===== src/rtl/store_merge_unit_pkg.sv =====
// Purpose: shared size codes, FSM encoding and lane helpers for the store merge path.
// Latency: n/a (declarations only).
// Backpressure: n/a.
package store_merge_unit_pkg;

    // Store access width codes, as carried on Req_Size.
    localparam logic [1:0] SZ_BYTE = 2'b00;
    localparam logic [1:0] SZ_HALF = 2'b01;
    localparam logic [1:0] SZ_WORD = 2'b10;

    // Highest byte lane index; big-endian lane k maps to LANE_LAST - k.
    localparam logic [1:0] LANE_LAST = 2'd3;

    typedef enum logic [2:0] {
        ST_IDLE  = 3'd0,
        ST_READ  = 3'd1,
        ST_WRITE = 3'd2,
        ST_DONE  = 3'd3,
        ST_ERR   = 3'd4
    } state_e;

    // Illegal size or an address not naturally aligned to the access width.
    function automatic logic is_misaligned(input logic [1:0] size, input logic [1:0] addr_lo);
        logic bad;
        case (size)
            SZ_BYTE: bad = 1'b0;
            SZ_HALF: bad = addr_lo[0];
            SZ_WORD: bad = (addr_lo != 2'b00);
            default: bad = 1'b1;
        endcase
        return bad;
    endfunction

endpackage


===== src/rtl/store_merge_unit_if.sv =====
// Purpose: request + data-memory bundle for the store merge unit.
// Latency: n/a (wiring only).
// Backpressure: Req_Valid/Req_Ready on the request side, Rd/Wr held until Mem_Ack on memory side.
interface store_merge_unit_if #(
    parameter int ADDR_W = 32
);
    logic              Req_Valid;
    logic              Req_Ready;
    logic [ADDR_W-1:0] Req_Addr;
    logic [31:0]       Req_Data;
    logic [1:0]        Req_Size;
    logic [ADDR_W-1:0] Mem_Addr;
    logic              Mem_Rd;
    logic              Mem_Wr;
    logic [31:0]       Mem_WData;
    logic [31:0]       Mem_RData;
    logic              Mem_Ack;
    logic              Done;
    logic              Misaligned;

    // The store merge unit itself.
    modport slave (
        input  Req_Valid, Req_Addr, Req_Data, Req_Size, Mem_RData, Mem_Ack,
        output Req_Ready, Mem_Addr, Mem_Rd, Mem_Wr, Mem_WData, Done, Misaligned
    );

    // Requester plus memory model driving the unit.
    modport master (
        output Req_Valid, Req_Addr, Req_Data, Req_Size, Mem_RData, Mem_Ack,
        input  Req_Ready, Mem_Addr, Mem_Rd, Mem_Wr, Mem_WData, Done, Misaligned
    );

endinterface


===== src/rtl/store_merge_unit_lane_merge.sv =====
// Purpose: places a byte/half/word store value into its lane of an existing memory word.
// Latency: combinational.
// Backpressure: none.
// Ports: old_word (word read from memory), data (register value), addr_lo (byte offset),
//        size (access width code), new_word (merged result).
module store_lane_merge
    import store_merge_unit_pkg::*;
#(
    parameter bit BIG_ENDIAN = 1'b0
) (
    input  logic [31:0] old_word,
    input  logic [31:0] data,
    input  logic [1:0]  addr_lo,
    input  logic [1:0]  size,
    output logic [31:0] new_word
);

    logic [1:0] lane;
    logic       half;

    always_comb begin
        new_word = old_word;
        lane     = BIG_ENDIAN ? (LANE_LAST - addr_lo) : addr_lo;
        half     = BIG_ENDIAN ? ~addr_lo[1] : addr_lo[1];
        case (size)
            // Only the low bits of the register survive; the rest of the word is preserved.
            SZ_BYTE: new_word[{lane, 3'b000} +: 8]  = data[7:0];
            SZ_HALF: new_word[{half, 4'b0000} +: 16] = data[15:0];
            default: new_word = data;
        endcase
    end

endmodule


===== src/rtl/store_merge_unit.sv =====
// Purpose: narrows a register value to sb/sh/sw width and writes it to word-only data memory (RMW for sb/sh).
// Latency: accept-to-Done 2 cycles for sw, 3 for sb/sh with immediate Mem_Ack; Ready back one cycle later.
// Backpressure: one store in flight; Req_Ready low from accept until the FSM returns to IDLE; strobes held until Mem_Ack.
// Ports: Clk/Reset (sync, active-high), bus = request handshake + memory port + Done/Misaligned pulses.
module store_merge_unit
    import store_merge_unit_pkg::*;
#(
    parameter bit BIG_ENDIAN = 1'b0,
    parameter int ADDR_W     = 32
) (
    input  logic              Clk,
    input  logic              Reset,
    store_merge_unit_if.slave bus
);

    state_e            state_q;
    logic              req_ready_q;
    logic              mem_rd_q;
    logic              mem_wr_q;
    logic [ADDR_W-1:0] mem_addr_q;
    logic [31:0]       mem_wdata_q;
    logic              done_q;
    logic              misaligned_q;

    // Latched request fields needed after accept.
    logic [1:0]        addr_lo_q;
    logic [31:0]       data_q;
    logic [1:0]        size_q;

    logic [ADDR_W-1:0] word_addr_d;
    logic              misaligned_d;
    logic [31:0]       merged_d;

    assign word_addr_d  = {bus.Req_Addr[ADDR_W-1:2], 2'b00};
    assign misaligned_d = is_misaligned(bus.Req_Size, bus.Req_Addr[1:0]);

    // Merge against the read data of the Ack cycle; only consumed in READ when Mem_Ack is high.
    store_lane_merge #(
        .BIG_ENDIAN (BIG_ENDIAN)
    ) u_merge (
        .old_word (bus.Mem_RData),
        .data     (data_q),
        .addr_lo  (addr_lo_q),
        .size     (size_q),
        .new_word (merged_d)
    );

    always_ff @(posedge Clk) begin
        if (Reset) begin
            state_q      <= ST_IDLE;
            req_ready_q  <= 1'b1;
            mem_rd_q     <= 1'b0;
            mem_wr_q     <= 1'b0;
            mem_addr_q   <= '0;
            mem_wdata_q  <= '0;
            done_q       <= 1'b0;
            misaligned_q <= 1'b0;
            addr_lo_q    <= 2'b00;
            data_q       <= '0;
            size_q       <= SZ_BYTE;
        end else begin
            done_q       <= 1'b0;
            misaligned_q <= 1'b0;
            case (state_q)
                ST_IDLE: begin
                    if (bus.Req_Valid && req_ready_q) begin
                        addr_lo_q   <= bus.Req_Addr[1:0];
                        data_q      <= bus.Req_Data;
                        size_q      <= bus.Req_Size;
                        req_ready_q <= 1'b0;
                        if (misaligned_d) begin
                            // Rejected: memory port left untouched.
                            state_q      <= ST_ERR;
                            misaligned_q <= 1'b1;
                        end else if (bus.Req_Size == SZ_WORD) begin
                            state_q     <= ST_WRITE;
                            mem_addr_q  <= word_addr_d;
                            mem_wr_q    <= 1'b1;
                            mem_wdata_q <= bus.Req_Data;
                        end else begin
                            state_q    <= ST_READ;
                            mem_addr_q <= word_addr_d;
                            mem_rd_q   <= 1'b1;
                        end
                    end
                end
                ST_READ: begin
                    if (bus.Mem_Ack) begin
                        state_q     <= ST_WRITE;
                        mem_rd_q    <= 1'b0;
                        mem_wr_q    <= 1'b1;
                        mem_wdata_q <= merged_d;
                    end
                end
                ST_WRITE: begin
                    if (bus.Mem_Ack) begin
                        state_q  <= ST_DONE;
                        mem_wr_q <= 1'b0;
                        done_q   <= 1'b1;
                    end
                end
                ST_DONE, ST_ERR: begin
                    state_q     <= ST_IDLE;
                    req_ready_q <= 1'b1;
                end
                default: begin
                    state_q     <= ST_IDLE;
                    req_ready_q <= 1'b1;
                    mem_rd_q    <= 1'b0;
                    mem_wr_q    <= 1'b0;
                end
            endcase
        end
    end

    assign bus.Req_Ready  = req_ready_q;
    assign bus.Mem_Addr   = mem_addr_q;
    assign bus.Mem_Rd     = mem_rd_q;
    assign bus.Mem_Wr     = mem_wr_q;
    assign bus.Mem_WData  = mem_wdata_q;
    assign bus.Done       = done_q;
    assign bus.Misaligned = misaligned_q;

endmodule


===== src/flat_wrapper.sv =====
// flat-port wrapper written by rule: the top's interface ports become plain ports
module store_merge_unit_flat import store_merge_unit_pkg::*;
#(
    parameter bit BIG_ENDIAN = 1'b0,
    parameter int ADDR_W     = 32
)
  (Clk, Reset, bus_Req_Valid, bus_Req_Addr, bus_Req_Data, bus_Req_Size, bus_Mem_RData, bus_Mem_Ack, bus_Req_Ready, bus_Mem_Addr, bus_Mem_Rd, bus_Mem_Wr, bus_Mem_WData, bus_Done, bus_Misaligned);
  store_merge_unit_if #(.ADDR_W(ADDR_W)) bus_i ();
  input  logic Clk;
  input  logic Reset;
  input wire logic [$bits(bus_i.Req_Valid)-1:0] bus_Req_Valid;
  input wire logic [$bits(bus_i.Req_Addr)-1:0] bus_Req_Addr;
  input wire logic [$bits(bus_i.Req_Data)-1:0] bus_Req_Data;
  input wire logic [$bits(bus_i.Req_Size)-1:0] bus_Req_Size;
  input wire logic [$bits(bus_i.Mem_RData)-1:0] bus_Mem_RData;
  input wire logic [$bits(bus_i.Mem_Ack)-1:0] bus_Mem_Ack;
  output wire logic [$bits(bus_i.Req_Ready)-1:0] bus_Req_Ready;
  output wire logic [$bits(bus_i.Mem_Addr)-1:0] bus_Mem_Addr;
  output wire logic [$bits(bus_i.Mem_Rd)-1:0] bus_Mem_Rd;
  output wire logic [$bits(bus_i.Mem_Wr)-1:0] bus_Mem_Wr;
  output wire logic [$bits(bus_i.Mem_WData)-1:0] bus_Mem_WData;
  output wire logic [$bits(bus_i.Done)-1:0] bus_Done;
  output wire logic [$bits(bus_i.Misaligned)-1:0] bus_Misaligned;
  assign bus_i.Req_Valid = bus_Req_Valid;
  assign bus_i.Req_Addr = bus_Req_Addr;
  assign bus_i.Req_Data = bus_Req_Data;
  assign bus_i.Req_Size = bus_Req_Size;
  assign bus_i.Mem_RData = bus_Mem_RData;
  assign bus_i.Mem_Ack = bus_Mem_Ack;
  assign bus_Req_Ready = bus_i.Req_Ready;
  assign bus_Mem_Addr = bus_i.Mem_Addr;
  assign bus_Mem_Rd = bus_i.Mem_Rd;
  assign bus_Mem_Wr = bus_i.Mem_Wr;
  assign bus_Mem_WData = bus_i.Mem_WData;
  assign bus_Done = bus_i.Done;
  assign bus_Misaligned = bus_i.Misaligned;
  store_merge_unit #(.BIG_ENDIAN(BIG_ENDIAN), .ADDR_W(ADDR_W)) u_core (.Clk(Clk), .Reset(Reset), .bus(bus_i));
endmodule

===== config.mk =====
export PLATFORM = sky130hd
export DESIGN_NAME = store_merge_unit_flat
export DESIGN_NICKNAME = d
export VERILOG_FILES = /design/src/rtl/store_merge_unit_pkg.sv /design/src/rtl/store_merge_unit_if.sv /design/src/rtl/store_merge_unit_lane_merge.sv /design/src/rtl/store_merge_unit.sv /design/src/flat_wrapper.sv
export SDC_FILE = /design/constraint.sdc
export NUM_CORES = 1
export LEC_CHECK = 0
export CAP_MARGIN = 30
export CORE_MARGIN = 2
export CORE_UTILIZATION = 39
export DETAILED_ROUTE_END_ITERATION = 8
export HOLD_SLACK_MARGIN = 0.02
export PLACE_DENSITY = 0.7
export SLEW_MARGIN = 10
export SYNTH_ARGS = -nofsm -noshare
export SYNTH_HDL_FRONTEND = slang
export SYNTH_SLANG_ARGS = --single-unit

===== constraint.sdc =====
create_clock -name Clk -period 4.5 [get_ports Clk]
set_clock_uncertainty 0.2 [all_clocks]
set_input_delay 0.675 -clock Clk [delete_from_list [all_inputs] [get_ports Clk]]
set_output_delay 0.675 -clock Clk [all_outputs]
set_load 0.05 [all_outputs]

; ---- Word level (Yosys, flattened, before mapping)
; Cells that the tools add are included.
[word_totals]
reg_bits = 106
inputBits = 102
output_inout_bits = 69
word_cells = 84
[classes]
n_addsub = 2
n_eq_ne = 13
shifts = 4
muxes = 29
bitwise = 7
reduce_logical = 18
[ops]
columns = cell, count
row1 = 32-bit two-way mux, 4
row2 = 32-bit one-hot mux with 2 select lines, 2
row3 = 32-bit bitwise mux, 2
row4 = 16-bit by 7-bit variable shift with 32-bit output (first input constant), 1
row5 = 8-bit by 7-bit variable shift with 32-bit output (first input constant), 1
row6 = 16-bit by 7-bit variable part select with 32-bit output, 1
row7 = 8-bit by 7-bit variable part select with 32-bit output, 1
row8 = 5-bit negation with 7-bit output, 2
row9 = 3-bit two-way mux, 4
row10 = 1-bit two-way mux, 11
row11 = 5-bit AND reduction, 2
row12 = 3-bit one-hot mux with 3 select lines, 1
row13 = 2-bit != test (second input constant), 4
row14 = 1-bit NOT, 7
row15 = 3-bit by 2-bit == test with 1-bit output (second input constant), 2
row16 = 1-bit one-hot mux with 3 select lines, 2
row17 = 3-bit AND reduction, 2
row18 = 6-bit AND reduction, 1
row19 = 2-bit OR reduction, 3
row20 = 3-bit OR reduction, 2
row21 = 2-bit by 1-bit == test with 1-bit output (second input constant), 2
row22 = 2-bit zero test, 2
row23 = 2-bit by 1-bit != test with 1-bit output (second input constant), 2
row24 = 1-bit one-hot mux with 4 select lines, 1
row25 = other kinds (9), 11

; ---- Logic depth before layout (Yosys ltp)
[logic_depth]
word_depth = 6
ltp_mapped = 9
mapped_depth_nobuf = 7

; ---- Cells and area by module
; A second synthesis with hierarchy kept.
[hier_totals]
hier_cells = 605
hier_area_um2 = 5464.0
[modules_own_cells]
columns = mod, instances, cells_per_inst, area_per_inst_um2, seq_area_each_um2
row1 = store_merge_unit, 1, 456, 4340.4, 2122.0
row2 = store_lane_merge, 1, 149, 1123.6, 0.0

; ---- Least setup slack after synthesis
; No wires, ideal clock.
[synth_path]
path_type = reg-to-reg
from = register u_core.addr_lo_q[1]
to = register u_core.mem_wdata_q[31], in the netlist u_core.bus.Mem_WData[31]
setup_ps = 70
t_arrival_ps = 2557
required_ps = 4230
setup_slack_ps = 1673
stages_incl_launch_ff = 10
n_path_buf = 2
cell_sequence = dfxtp_1 > buf_2 > buf_2 > inv_1 > ha_1 > nor4b_1 > nand4_1 > o211ai_1 > o2111ai_1 > a21oi_1
[synth_between]
elab_chain_len = 6
elab_cells_between_ends = 11
classes_between = add/sub: 2 / shift: 4 / mux: 5
[synth_lines]
columns = item, line
row1 = from (decl), store_merge_unit.sv:26  ; logic [1:0] addr_lo_q;
row2 = from (signal assigned), store_merge_unit.sv:67  ; addr_lo_q <= bus.Req_Addr[1:0];
row3 = 5-bit negation with 7-bit output (on tied branches), "store_merge_unit_lane_merge.sv:28, store_merge_unit_lane_merge.sv:27"
row4 = "16-bit by 7-bit variable part select with 32-bit output, or another cell as far along", store_merge_unit_lane_merge.sv:28  ; SZ_HALF: new_word[{half, 4'b0000} +: 16] = data[15:0];
row5 = 32-bit bitwise mux (on tied branches), "store_merge_unit_lane_merge.sv:28, store_merge_unit_lane_merge.sv:27"
row6 = 32-bit one-hot mux with 2 select lines (*), store_merge_unit_lane_merge.sv:25  ; case (size)
row7 = 32-bit two-way mux (*), store_merge_unit.sv:88  ; if (bus.Mem_Ack) begin
row8 = 32-bit one-hot mux with 2 select lines (*), store_merge_unit.sv:64  ; case (state_q)
row9 = to (signal assigned), store_merge_unit.sv:79  ; mem_wdata_q <= bus.Req_Data;
row10 = to (signal assigned), store_merge_unit.sv:92  ; mem_wdata_q <= merged_d;
row11 = to (decl), store_merge_unit.sv:21  ; logic [31:0] mem_wdata_q;
; Every way passes the cells marked *; elsewhere a longest branch is shown, timed or not. The select of a mux whose other input is x is not followed.
; A chain may end at the register's enable or synchronous reset.

; ---- Worst setup path after layout
[layout_path]
from = register u_core.addr_lo_q[1]
to = register u_core.mem_wdata_q[15], in the netlist u_core.bus.Mem_WData[15]
; Same word-level chain as after synthesis.

==> results.md <==
- Busiest metal layer after global routing: met2
- Period minus WS final: 3.11 ns
- Initial Util: 39.8%
- CTS buffer count: 9
- Grt met2 use: 37.1%
- Rel. slew slack: 36.1%
- Most common cell after layout, fill and taps aside: clkdlybuf4s50_1
- I/O pin count: 171
- Kind of critical path: flip-flop to flip-flop
- Hold Buf Count CTS: 0
- Die area: 13,800 sq um
- First-pass iteration count of the detailed router: 5
- Syn_area_per_cell: 7.94 sq um
- Final RePlAce weighted congestion: 0.816
- Grt met1 use: 28.8%
- CP max FO: 12
- Mapped Area: 5010 sq um
- Max-cap violations: 0
- Antenna violations before repair: 0
- Dpl hpwl: 11.4 mm
- Fmax: 321 MHz
- Worst Path Arrival: 3.19 ns
- Critical Path Source Type: flip-flop
- IO Port Bufs: 168
- Ys flop type: dfxtp_1
- Pin count of the biggest net entering global routing: 76
- Total track usage: 23.4%
- Vias: 5,259
- Nets@finish: 878
- WP data required: 4.58 ns
- Diode count: 0
- Final period util: 69.1%
- Final Hold Fails: 0
- Clk buf depth: 2
- Fin. max-slew vios: 0
- First-pass GRT wire length: 26.3 mm
- Worst min-delay path class: flip-flop to flip-flop
- Placed insts: 927
- LEAKAGE: 0.00248 uW
- Synth cell types: 45
- RSZ-0062 raised after global routing: no
- Setup_tns: 0 ns
- Cell Rows: 41
- Vias/cell: 5.55
- Number of gates resized after cts: 0
- Pwr Total: 2830 uW
- Clk_lat worst skew: 0.35 ns
- Clk pin slew, worst setup/hold paths: 0.07 ns
- Number of global-route vias before repair: 5,165
- Per-cell routed wire length: 17.3 microns
- Layout Cells excl Fill: 948
- Share of cells above drive strength 1: 5.93%
- H-tree Lvls: 3
- Least-Margin Pin Slew: 0.951 ns
- Sequential fraction of the synthesis area: 42.4%
- Status: finished, final reports clean
- Commonest cells after routing, fill and taps aside: clkdlybuf4s50_1, nand2_1, dfxtp_1, a21oi_1, nor2_1
- Clk sink count: 106
- Post-synth EDFFs: 0
- CTS tree: done
- Final-report setup violation count: 0
- Starting DRT DRC Count: 431
- Worst vdd ir: 0.241 mV
- Total Routed Length: 16.4 mm
- Congestion Overflow GR: 0
- Pwr per Cell Area: 399 nW/um^2
- Synth Instances: 631
- CORE AREA: 12,600 sq um
- DRC Markers: 0
- Async set-or-reset flop fraction in the synthesized netlist: 0%
- Grt met3 use: 7.64%
- Routed Antenna Nets: 0
- Area added between synthesis and finish: 41.7%
- Ys Warns: 0
- Die X: 117 microns
- Number of synthesized register bits: 106
- Die H: 117 microns
- Worst Setup End Kind: flip-flop
- Root buffer cell: clkbuf_16
- Post-CTS setup buffers: 0
[through the flow]
step | utilization (%) | area (sq um) | setup WS (ns) | hold slack [ns]
detailed placement | 53.6 | 6730 | 1.24 | 0.247
finish | 56.4 | 7090 | 1.39 | 0.255
global route | 56.4 | 7090 | 1.24 | 0.276
CTS | 56.1 | 7050 | 1.37 | 0.256
floorplan | - | 5010 | 1.67 | 0.236
global placement | 53.6 | 6730 | 1.28 | 0.240
[path summary, 6_finish.rpt]
kind | start | endpoint | slack, ns | cells past startpoint
worst max-delay path | u_core.addr_lo_q[1] | u_core.bus.Mem_WData[15] | 1.39 | 7
worst min-delay path | u_core.bus.Mem_Addr[20] | u_core.bus.Mem_Addr[20] | 0.25 | 2
worst max register to register | u_core.addr_lo_q[1] | u_core.bus.Mem_WData[15] | 1.39 | 7
worst min register to register | u_core.bus.Mem_Addr[20] | u_core.bus.Mem_Addr[20] | 0.25 | 2
[report_power, final]
| part | total, uW | internal (uW) | switching, uW | leakage (uW) |
|---|---|---|---|---|
| Clock | 836 | 479 | 358 | 0.000152 |
| Combinational | 875 | 330 | 546 | 0.00146 |
| Sequential | 1120 | 1030 | 92.8 | 0.000863 |
| Total | 2830 | 1840 | 996 | 0.00248 |
[cells in the mapped netlist, types with 3 or more instances]
master / instances / area [sq um]
nand4_1: 3 / 18.8
inv_1: 4 / 15.0
a211o_1: 8 / 70.1
nor2b_1: 5 / 31.3
clkbuf_1: 41 / 154
o41ai_2: 8 / 130
or2_2: 4 / 25.0
dfxtp_1: 106 / 2120
o21ai_0: 17 / 85.1
o41ai_1: 7 / 61.3
a31oi_1: 7 / 43.8
nor3_1: 11 / 55.1
a32oi_1: 7 / 61.3
or3_1: 8 / 50.1
nand3b_1: 16 / 120
a221oi_1: 25 / 219
buf_2: 7 / 35.0
nor2_1: 36 / 135
ha_1: 5 / 62.6
mux2i_1: 16 / 160
nand2_1: 158 / 593
buf_6: 3 / 33.8
a21oi_1: 103 / 515
[routing by layer]
| layer | wire length [microns] | vias to the layer above | part of all wire [%] |
|---|---|---|---|
| met5 | 0 | - | 0 |
| met4 | 539 | 0 | 3.3 |
| met3 | 1600 | 42 | 9.7 |
| met2 | 7280 | 268 | 45 |
| met1 | 6940 | 2432 | 42 |
| li1 | - | 2517 | - |
[cell families (layout without fill, tap and decap cells)]
logic type / Yosys count / in the layout / synth area share (%)
AOI/OAI and AO/OA: 193 / 193 / 25.5
other: 1 / 2 / 0.0749
DFF: 106 / 106 / 42.4
and+or+nand+nor: 252 / 252 / 22.5
buffers and inverters: 58 / 202 / 5.12
muxes: 16 / 16 / 3.20
adders and majority gates: 5 / 5 / 1.25
[layout make-up]
class / instances / area, sq um
fillers: 1133 / 5480
multi-input cells: 468 / 2630
flip-flops and latches: 106 / 2120
repair buffers: 182 / 1790
clock buffers: 13 / 270
well taps: 172 / 215
clock inverters: 3 / 46.3
inverters: 4 / 15.0
[registers in the layout (all words and copies together), names as in the netlist]
register               count
u_core.bus.Mem_WData      32
u_core.data_q             32
u_core.bus.Mem_Addr       30
u_core.state_q             3
u_core.addr_lo_q           2
u_core.size_q              2
u_core.bus.Done            1
u_core.bus.Mem_Rd          1
u_core.bus.Mem_Wr          1
u_core.bus.Misaligned      1
u_core.bus.Req_Ready       1
[critical path, cell delays in order (launching register included)]
cell and delay [ns]:
dfxtp_1 0.72, inv_1 0.18, ha_1 0.38, nand2_1 0.06
nor3_1 0.73, nand4_1 0.23, a311o_1 0.40, a21oi_1 0.14
No activity file was read; power rests on OpenSTA's default activity.
